[src/rtl/eic_input_conditioner_pkg.sv]
// eic_input_conditioner_pkg: shared defaults for the interrupt input conditioner
package eic_input_conditioner_pkg;
  localparam int EIC_CHANNELS = 8;
  localparam int EIC_SYNC_STAGES = 2;
  localparam int EIC_FILTER_WIDTH = 4;
endpackage

[src/rtl/eic_input_filter_channel.sv]
// eic_input_filter_channel: one line's synchronizer, stability filter, change pulse and sticky glitch flag
module eic_input_filter_channel
  import eic_input_conditioner_pkg::*;
#(
  parameter int SYNC_STAGES = EIC_SYNC_STAGES,
  parameter int FILTER_WIDTH = EIC_FILTER_WIDTH
) (
  input  logic                    clk,
  input  logic                    rst,
  input  logic                    raw_in,
  input  logic [FILTER_WIDTH-1:0] filter_len,
  input  logic                    filter_en,
  input  logic                    glitch_clr,
  output logic                    signal,
  output logic                    changed,
  output logic                    glitch
);
  logic [SYNC_STAGES-1:0] sync_q, sync_d;
  logic [FILTER_WIDTH-1:0] cnt_q, cnt_d;
  logic signal_q, signal_d, changed_q, changed_d, glitch_q, glitch_d;
  logic sync, mis, commit;
  always_comb begin
    sync_d = {sync_q[SYNC_STAGES-2:0], raw_in};
    sync = sync_q[SYNC_STAGES-1];
    mis = sync != signal_q;
    commit = mis && (!filter_en || cnt_q >= filter_len);
    signal_d = commit ? sync : signal_q;
    changed_d = commit;
    cnt_d = (filter_en && mis && !commit) ? cnt_q + 1'b1 : '0;
    glitch_d = (filter_en && !mis && cnt_q != '0) || (glitch_q && !glitch_clr);
  end
  always_ff @(posedge clk or posedge rst) begin
    if (rst) begin
      sync_q <= '0;
      cnt_q <= '0;
      signal_q <= 1'b0;
      changed_q <= 1'b0;
      glitch_q <= 1'b0;
    end else begin
      sync_q <= sync_d;
      cnt_q <= cnt_d;
      signal_q <= signal_d;
      changed_q <= changed_d;
      glitch_q <= glitch_d;
    end
  end
  assign signal = signal_q;
  assign changed = changed_q;
  assign glitch = glitch_q;
endmodule

[src/rtl/eic_input_conditioner.sv]
// eic_input_conditioner: turns raw asynchronous interrupt lines into synchronized, glitch-filtered levels
module eic_input_conditioner
  import eic_input_conditioner_pkg::*;
#(
  parameter int CHANNELS = EIC_CHANNELS,
  parameter int SYNC_STAGES = EIC_SYNC_STAGES,
  parameter int FILTER_WIDTH = EIC_FILTER_WIDTH
) (
  input  logic                    CLK,
  input  logic                    RESET,
  input  logic [CHANNELS-1:0]     raw_in,
  input  logic [FILTER_WIDTH-1:0] filter_len,
  input  logic [CHANNELS-1:0]     filter_en,
  input  logic [CHANNELS-1:0]     glitch_clr,
  output logic [CHANNELS-1:0]     signal,
  output logic [CHANNELS-1:0]     changed,
  output logic [CHANNELS-1:0]     glitch
);
  for (genvar g = 0; g < CHANNELS; g++) begin : g_ch
    eic_input_filter_channel #(
      .SYNC_STAGES (SYNC_STAGES),
      .FILTER_WIDTH(FILTER_WIDTH)
    ) u_ch (
      .clk       (CLK),
      .rst       (RESET),
      .raw_in    (raw_in[g]),
      .filter_len(filter_len),
      .filter_en (filter_en[g]),
      .glitch_clr(glitch_clr[g]),
      .signal    (signal[g]),
      .changed   (changed[g]),
      .glitch    (glitch[g])
    );
  end
endmodule

[config.mk]
export PLATFORM = sky130hd
export DESIGN_NAME = eic_input_conditioner
export DESIGN_NICKNAME = d
export VERILOG_FILES = /design/src/rtl/eic_input_conditioner_pkg.sv /design/src/rtl/eic_input_filter_channel.sv /design/src/rtl/eic_input_conditioner.sv
export SDC_FILE = /design/constraint.sdc
export NUM_CORES = 1
export LEC_CHECK = 0
export BUFFER_PORTS_ARGS = -buffer_cell sky130_fd_sc_hd__buf_2
export CORE_ASPECT_RATIO = 0.9
export CORE_MARGIN = 10
export CORE_UTILIZATION = 45
export DETAILED_ROUTE_END_ITERATION = 6
export MAX_ROUTING_LAYER = met4
export PLACE_DENSITY = 0.67
export SYNTH_ARGS = -nofsm -noshare
export SYNTH_HDL_FRONTEND = slang
export SYNTH_SLANG_ARGS = --single-unit
[constraint.sdc]
create_clock -name CLK -period 4.75 [get_ports CLK]
set_input_delay 0.7125 -clock CLK [delete_from_list [all_inputs] [get_ports CLK]]
set_output_delay 0.7125 -clock CLK [all_outputs]
set_load 0.005 [all_outputs]
==> results of run 1 <==
==> critical path: stages <==
cell	delay [ps]
buf_2	90
inv_1	280
ha_1	300
o211ai_1	260
o211ai_2	120
mux2_4	300
==> flip-flops by register name, indices dropped and copies added (netlist names) <==
register and count:
g_ch.u_ch.changed 8, g_ch.u_ch.cnt_q 32, g_ch.u_ch.glitch 8, g_ch.u_ch.signal 8, g_ch.u_ch.sync_q 16
==> power groups by stage <==
stage          combinational [mW]  clock, mW  sequential (mW)
2_1_floorplan               0.179          0            0.696
3_3_place_gp                0.214          0            0.700
3_5_place_dp                0.220          0            0.701
4_1_cts                     0.222      0.559            0.689
5_1_grt                     0.248      0.579            0.696
6_report                    0.215      0.539            0.689
==> cell type report <==
type	instances	area (µm²)	share of cell area, %
repair buffers	54	273	6.43
flip-flops and latches	72	1800	42.5
multi-input cells	192	1660	39.1
well taps	99	124	2.92
clock inverters	6	82.6	1.95
clock buffers	10	138	3.25
inverters	44	165	3.89
==> path summary, 6_finish.rpt <==
kind	start	end	slack, ps	cells after the start
max	filter_len[1]	g_ch[2].u_ch.signal$_DFFE_PP0P_	2900	6
min	g_ch[1].u_ch.sync_q[0]$_DFF_PP0_	g_ch[1].u_ch.sync_q[1]$_DFF_PP0_	350	0
max reg2reg	g_ch[2].u_ch.cnt_q[0]$_DFF_PP0_	g_ch[2].u_ch.signal$_DFFE_PP0P_	3220	5
min reg2reg	g_ch[1].u_ch.sync_q[0]$_DFF_PP0_	g_ch[1].u_ch.sync_q[1]$_DFF_PP0_	350	0
max in group asynchronous	RESET	g_ch[7].u_ch.glitch$_DFF_PP0_	3320	3
min in group asynchronous	RESET	g_ch[5].u_ch.cnt_q[2]$_DFF_PP0_	490	2
==> logic make-up (layout without fill, tap and decap cells) <==
group	Yosys count	count (layout)	share of synthesized area, %
adder cells (fa/ha/maj)	48	48	15.8
flip-flops	72	72	47.4
AND/OR/NAND/NOR	80	80	12.1
buffers and inverters	68	114	9.08
AO/OA/AOI/OAI	32	32	7.37
XOR/XNOR	24	24	5.53
multiplexers	8	8	2.76
==> layer usage <==
| layer | vias to the layer above | share of wire (%) | track usage [%] |
|---|---|---|---|
| li1 | 1174 | - | - |
| met1 | 1151 | 48 | 14.1 |
| met2 | 44 | 47 | 17.6 |
| met3 | 9 | 4.7 | 3.62 |
| met4 | 0 | 1.1 | 3.70 |
| met5 | - | 0 | - |
==> stage by stage <==
stage | power [mW] | utilization [%] | hold WS (ps) | worst slack, ps | cells
5_1_grt | 1.52 | 52.1 | 365 | 2770 | 477
3_5_place_dp | 0.922 | 49.4 | 337 | 2510 | 461
4_1_cts | 1.47 | 52.1 | 352 | 2880 | 477
3_3_place_gp | 0.914 | 49.4 | 332 | 2530 | 461
2_1_floorplan | 0.874 | - | 331 | 2210 | 332
6_report | 1.44 | 52.1 | 351 | 2900 | 477
==> synthesized netlist by cell type <==
| master | instances |
|---|---|
| dfrtp_1 | 72 |
| ha_1 | 48 |
| inv_1 | 44 |
| nor2_1 | 32 |
| buf_4 | 24 |
| xor2_1 | 16 |
| o211ai_1 | 12 |
| nand2_1 | 8 |
| nand3_1 | 8 |
| nor3b_1 | 8 |
| nor3b_2 | 8 |
| o2111ai_1 | 8 |
| o32ai_1 | 8 |
| xnor2_1 | 8 |
| and2_1 | 4 |
| and2_2 | 4 |
| and2b_1 | 4 |
| mux2_2 | 4 |
| mux2_4 | 4 |
| nor2b_1 | 4 |
| o211ai_2 | 4 |
==> flow_summary.toml, run 1 <==
[power]
switching_power_uw = 375
clock_power_share_pct = 37.3
p_leak_nw = 2.11
swShare_pct = 26.0
ir_drop_mv = 0.126
p_comb_share_pct = 14.9
intPower_mw = 1.07
seq_power_share_pct = 47.8
p_per_area_nw_per_um2 = 340

[global_route]
grt_overflow = 0
antenna_found_initial = 0
grt_pass1_vias = 2462
grt_max_degree = 38
grt_usage_pct = 11.5
grt_pass1_wl_um = 11200

[sta]
finClkSkew_ps = 5.74
slew_headroom_pct = 49.7
final_max_slew_viol_count = 0
finalSetupTns_ps = 0
tightest_slew_ps = 754
rsz0062_at_grt = "no"
hold_violations = 0
setup_violations = 0
period_share_pct = 38.9
fmax_mhz = 541
min_period_ps = 1850

[cells_and_area]
drive_above_1_share_pct = 25.1
layout_common_cells = "72 x dfrtp_1, 53 x buf_2, 48 x ha_1"
layout_commonest_cell = "dfrtp_1"
diodes = 0
final_nets = 451
fillers = 765
post-route-cell-area_um2 = 4240
area_delta_synth_final_pct = 11.5

[place]
hpwl_um = 4850
port_buffers = 53
placed_area_um2 = 4020
gp_congestion = 0.774

[clocking]
cts_inserted_buffers = 9
clock-root-buffer = "clkbuf_8"
post_cts_buffers = 0
clk_pin_slew_ps = 70
insertion_delay_ps = 350
clk_path_buf_depth = 2
cts_tree = "yes"
cts_hold_buf = 0
postCtsResizedCells = 0
cts-htree-levels = 3
cts_sinks = 72

[logic_synthesis]
yosysTopAreaCellShare_pct = 47.4
ys_seq_area_share_pct = 47.4
syn-num-nets = 410
synthTopCellsByArea = "dfrtp_1 47%, ha_1 16%, buf_4 4.7%, inv_1 4.3%, xor2_1 3.7%"
synth.distinct_cells = 21
avgSynthCellArea_um2 = 11.5
yosys_warnings = 0
syn_inst = 332
syn_area_um2 = 3800
synth_top_area_cell = "dfrtp_1"
yosys_register_bits = 72

[setup_path]
crit_arrival_ps = 2080
cp.required_ps = 4980
endpoint_kind = "flop"
cp_max_fo = 8
critPathLaunchType = "input port"
critical_path_class = "in -> reg"

[routing]
drc = 0
viasPerCell = 4.99
ant_nets = 0
drt_iter0_markers = 67
wl_per_cell_um = 13.8
drt-total-wl_um = 6610
dr.pass1.iters = 4
vias = 2378

[flow_run]
cap_viol_max_count = 0

[hold_path]
hold_class = "reg -> reg"

[die]
die_w_um = 117
coreArea_um2 = 8150
rows = 31
dieHeight_um = 107
die-area_um2 = 12500
io_pins = 54
start_util_pct = 46.7

[outcome]
status = "finished, final reports clean"
Power figures use the tool's default switching activity.
==> inputs of run 2 (changes only) <==
- clock period: 4.75 -> 1.7 ns (I/O delays scaled with it)
==> flow_summary.toml, run 2 (synthesized netlist as in run 1, its figures left out) <==
[global_route]
grt_max_degree = 73
grt_usage_pct = 11.7
grt_pass1_wl_um = 11300
grt_pass1_vias = 2500
antenna_found_initial = 0
grt_overflow = 0

[cells_and_area]
stdcell_count = 484
ff_latch_area_um2 = 1800
fillers = 740
area_delta_synth_final_pct = 12.6
post-route-cell-area_um2 = 4280
diodes = 0
layout_commonest_cell = "dfrtp_1"
final_nets = 458
largest_register_ffs = 32
largestRegisters = "g_ch.u_ch.cnt_q: 32 flops, g_ch.u_ch.sync_q: 16 flops"
drive_above_1_share_pct = 23.9
layout_common_cells = "72 x dfrtp_1, 53 x buf_2, 48 x ha_1"
multiInputGateArea_um2 = 1660
largest-register = "g_ch.u_ch.cnt_q"

[sta]
finalSetupTns_ps = 0
slew_headroom_pct = 70.0
finClkSkew_ps = 6.93
timing.hold.ws_ps = -1.47
rsz0062_at_grt = "no"
fmax_mhz = 631
hold_violations = 1
min_period_ps = 1590
period_share_pct = 93.2
setup_violations = 0
final_max_slew_viol_count = 0
tightest_slew_ps = 449

[routing]
drt-total-wl_um = 6800
dr.pass1.iters = 4
ant_nets = 0
wl_met3_um = 341
viasPerCell = 4.94
highest_layer = "met4"
m1WireLength_um = 3260
wl_per_cell_um = 14.0
drc = 0
drt_iter0_markers = 79
wl_met2_um = 3110
vias = 2393

[die]
coreArea_um2 = 8150
die_w_um = 117
die-area_um2 = 12500
dieHeight_um = 107
io_pins = 54
start_util_pct = 46.7
rows = 31

[power]
p_per_area_nw_per_um2 = 884
p_leak_nw = 2.12
intPower_mw = 2.75
seq_power_share_pct = 51.0
swShare_pct = 27.3
ir_drop_mv = 0.338
switching_power_mw = 1.03
clock_power_share_pct = 32.6
p_comb_share_pct = 16.4

[setup_path]
cp_max_fo = 4
path_delay_family = "flip-flops"
worst_path_largest_cell_delay_ps = 430
crit_arrival_ps = 1820
critPathBufInv = 0
cp.required_ps = 1930
slowest_stage = "dfrtp_1"
endpoint_kind = "flop"
cp_common_cell = "o211ai_1"
critical_path_class = "reg -> reg"
cp_cell_sequence = "ha_1 -> o211ai_1 -> o211ai_1 -> mux2_2"
critPathLaunchType = "flop"

[place]
hpwl_um = 5000
gp_congestion = 0.818
port_buffers = 53
dp.cells = 461
placed_area_um2 = 4040

[clocking]
insertion_delay_ps = 350
clock-root-buffer = "clkbuf_8"
cts_tree = "yes"
cts_sinks = 72
clk_path_buf_depth = 2
cts_inserted_buffers = 9
clk_pin_slew_ps = 70
postCtsResizedCells = 0
cts-htree-levels = 3

[outcome]
violations = "hold timing"
status = "complete, but fails checks"

[hold_path]
hold_class = "in -> async"

[flow_run]
cap_viol_max_count = 0
-- run 2: area by class of cell --
cell class	count	area share, %
timing repair buffer	61	8.30
clock inverter	2	0.321
multi-input combinational	192	38.7
clock buffer	14	3.80
sequential	72	42.1
tap	99	2.89
inverter	44	3.94
-- run 2: through the flow --
stage | power, mW | setup slack, ps | util [%]
2_1_floorplan | 2.44 | 271 | -
3_3_place_gp | 2.56 | -117 | 49.6
3_5_place_dp | 2.59 | -135 | 49.6
4_1_cts | 3.85 | 107 | 52.6
5_1_grt | 4.01 | 19.2 | 52.6
6_report | 3.78 | 115 | 52.6
-- run 2: power groups by stage --
stage,logic [mW],clock network (mW),registers [mW]
6_report,0.621,1.23,1.93
2_1_floorplan,0.500,0,1.94
3_3_place_gp,0.605,0,1.96
5_1_grt,0.714,1.35,1.95
3_5_place_dp,0.621,0,1.97
4_1_cts,0.638,1.28,1.93
-- run 2: final timing paths --
check                                                 start                                to  slack [ps]  cells after the start
max reg2reg                 g_ch[6].u_ch.cnt_q[2]$_DFF_PP0_   g_ch[6].u_ch.signal$_DFFE_PP0P_         110                      4
min reg2reg                g_ch[0].u_ch.sync_q[0]$_DFF_PP0_  g_ch[0].u_ch.sync_q[1]$_DFF_PP0_         350                      0
max in group asynchronous                             RESET     g_ch[2].u_ch.glitch$_DFF_PP0_        1400                      3
max                         g_ch[6].u_ch.cnt_q[2]$_DFF_PP0_   g_ch[6].u_ch.signal$_DFFE_PP0P_         110                      4
min in group CLK                                  raw_in[0]  g_ch[0].u_ch.sync_q[0]$_DFF_PP0_          30                      1
min                                                   RESET  g_ch[2].u_ch.sync_q[0]$_DFF_PP0_          -1                      3
-- run 2: worst register-to-register path, stage by stage, from the launching register on --
cell and delay (ps):
dfrtp_1 430, ha_1 300, o211ai_1 110, o211ai_1 270, mux2_2 370
-- run 2: per-layer routing --
metal / track usage (%) / vias to the layer above
met5: - / -
met4: 4.23 / 0
met3: 3.51 / 10
met2: 18.2 / 43
met1: 14.1 / 1146
li1: - / 1194
-- run 2: timing repair --
item | 4_1_cts | 5_1_grt
buffers inserted | 0 | 0
hold buffers | 7 | 0
hold endpoints to repair | 7 | 0
==> inputs of run 3 (changes only) <==
- BUFFER_PORTS_ARGS: -buffer_cell sky130_fd_sc_hd__buf_2 -> unset
- CORE_MARGIN: 10 -> 2
- CTS_CLUSTER_DIAMETER: unset -> 200
- DONT_BUFFER_PORTS: unset -> 1
- PLACE_DENSITY: 0.67 -> 0.62
==> flow_summary.toml, run 3 (synthesized netlist as in run 1, its figures left out) <==
[sta]
setup_violations = 0
tightest_slew_ps = 453
fmax_mhz = 639
hold_violations = 0
min_period_ps = 1570
slew_headroom_pct = 69.8
rsz0062_at_grt = "no"
finClkSkew_ps = 6.85
final_max_slew_viol_count = 0
period_share_pct = 92.1

[cells_and_area]
layout_commonest_cell = "dfrtp_1"
multiInputGateArea_um2 = 1660
largest-register = "g_ch.u_ch.cnt_q"
ff_latch_area_um2 = 1800
largest_register_ffs = 32
fillers = 724
diodes = 0
area_delta_synth_final_pct = 9.34
post-route-cell-area_um2 = 4160
layout_common_cells = "72 x dfrtp_1, 48 x ha_1, 43 x inv_1"
drive_above_1_share_pct = 12.0
stdcell_count = 441
largestRegisters = "g_ch.u_ch.cnt_q: 32 flops, g_ch.u_ch.sync_q: 16 flops"
final_nets = 415

[clocking]
clock-root-buffer = "clkbuf_8"
cts-htree-levels = 3
post_cts_buffers = 0
clk_path_buf_depth = 2
insertion_delay_ps = 340
cts_sinks = 72
cts_hold_buf = 17
clk_pin_slew_ps = 70
cts_inserted_buffers = 9
cts_tree = "yes"
postCtsResizedCells = 0

[power]
intPower_mw = 2.92
ir_drop_mv = 0.338
p_comb_share_pct = 13.2
switching_power_uw = 979
swShare_pct = 25.1
p_per_area_nw_per_um2 = 938
p_leak_nw = 1.96
clock_power_share_pct = 36.8
seq_power_share_pct = 50.0

[flow_run]
cap_viol_max_count = 0

[die]
io_pins = 54
dieHeight_um = 91.2
rows = 31
start_util_pct = 46.7
die-area_um2 = 9210
coreArea_um2 = 8150
die_w_um = 101

[place]
port_buffers = 0
dp.cells = 408
hpwl_um = 4300
gp_congestion = 0.751
placed_area_um2 = 3770

[setup_path]
cp.depth = 5
endpoint_kind = "flop"
rr_startpoint = "g_ch[3].u_ch.cnt_q[0]$_DFF_PP0_"
r2r_cells = 5
slowest_stage = "dfrtp_1"
path_delay_family = "flip-flops"
cp.required_ps = 1930
cp_max_fo = 4
critPathBufInv = 1
crit_arrival_ps = 1800
worst_path_largest_cell_delay_ps = 410
cp_cell_sequence = "inv_1 -> ha_1 -> nor3b_2 -> o211ai_2 -> mux2_4"
critical_path_class = "reg -> reg"
critPathLaunchType = "flop"
crit_path_start = "g_ch[3].u_ch.cnt_q[0]$_DFF_PP0_"

[global_route]
antenna_found_initial = 0
grt_pass1_vias = 2192
grt_pass1_wl_um = 10300
grt_overflow = 0
grt_usage_pct = 15.0
grt_max_degree = 73

[routing]
drt-total-wl_um = 6210
viasPerCell = 5.08
wl_per_cell_um = 14.1
drt_iter0_markers = 64
dr.pass1.iters = 4
vias = 2241
ant_nets = 0
drc = 0

[hold_path]
holdCritStartpoint = "filter_en[6]"
hold_class = "in -> reg"
hold_depth = 2

[outcome]
status = "finished, final reports clean"
==> run 3: area by class of cell <==
| cell class | count | share of cell area, % |
|---|---|---|
| flip-flops and latches | 72 | 43.3 |
| multi-input cells | 192 | 39.8 |
| repair buffers | 18 | 4.57 |
| clock buffers | 14 | 4.39 |
| inverters | 44 | 4.06 |
| well taps | 99 | 2.98 |
| clock inverters | 2 | 0.842 |
==> run 3: power by group through the flow <==
stage | Sequential, mW | Combinational, mW | Clock [mW]
3_3_place_gp | 1.98 | 0.475 | 0
4_1_cts | 1.95 | 0.526 | 1.50
5_1_grt | 1.97 | 0.592 | 1.58
6_report | 1.95 | 0.516 | 1.44
2_1_floorplan | 1.94 | 0.500 | 0
3_5_place_dp | 1.98 | 0.491 | 0
==> run 3: layer usage <==
| layer | GRT usage [%] | share of wire [%] | up-vias |
|---|---|---|---|
| li1 | - | - | 1102 |
| met1 | 19.1 | 48 | 1089 |
| met2 | 22.2 | 46 | 40 |
| met3 | 5.31 | 4.2 | 10 |
| met4 | 5.29 | 1.5 | 0 |
| met5 | - | 0 | - |
==> run 3: worst paths after layout <==
| path | to | slack, ps |
|---|---|---|
| max | g_ch[3].u_ch.signal$_DFFE_PP0P_ | 130 |
| min | g_ch[6].u_ch.glitch$_DFF_PP0_ | 50 |
| max reg2reg | g_ch[3].u_ch.signal$_DFFE_PP0P_ | 130 |
| min reg2reg | g_ch[6].u_ch.sync_q[1]$_DFF_PP0_ | 350 |
| max in group asynchronous | g_ch[6].u_ch.sync_q[0]$_DFF_PP0_ | 910 |
| min in group asynchronous | g_ch[7].u_ch.sync_q[0]$_DFF_PP0_ | 490 |
==> run 3: metrics by stage <==
step / hold slack [ps] / util [%] / TNS (ps) / setup WS [ps] / power [mW]
4_1_cts: 34.7 / 51.1 / 0 / 136 / 3.97
3_3_place_gp: 267 / 46.3 / 0 / 26.8 / 2.46
2_1_floorplan: 286 / - / 0 / 271 / 2.44
5_1_grt: 35.2 / 51.1 / 0 / 26.3 / 4.14
3_5_place_dp: 269 / 46.3 / -4.10 / -4.10 / 2.48
6_report: 53.6 / 51.1 / 0 / 134 / 3.90
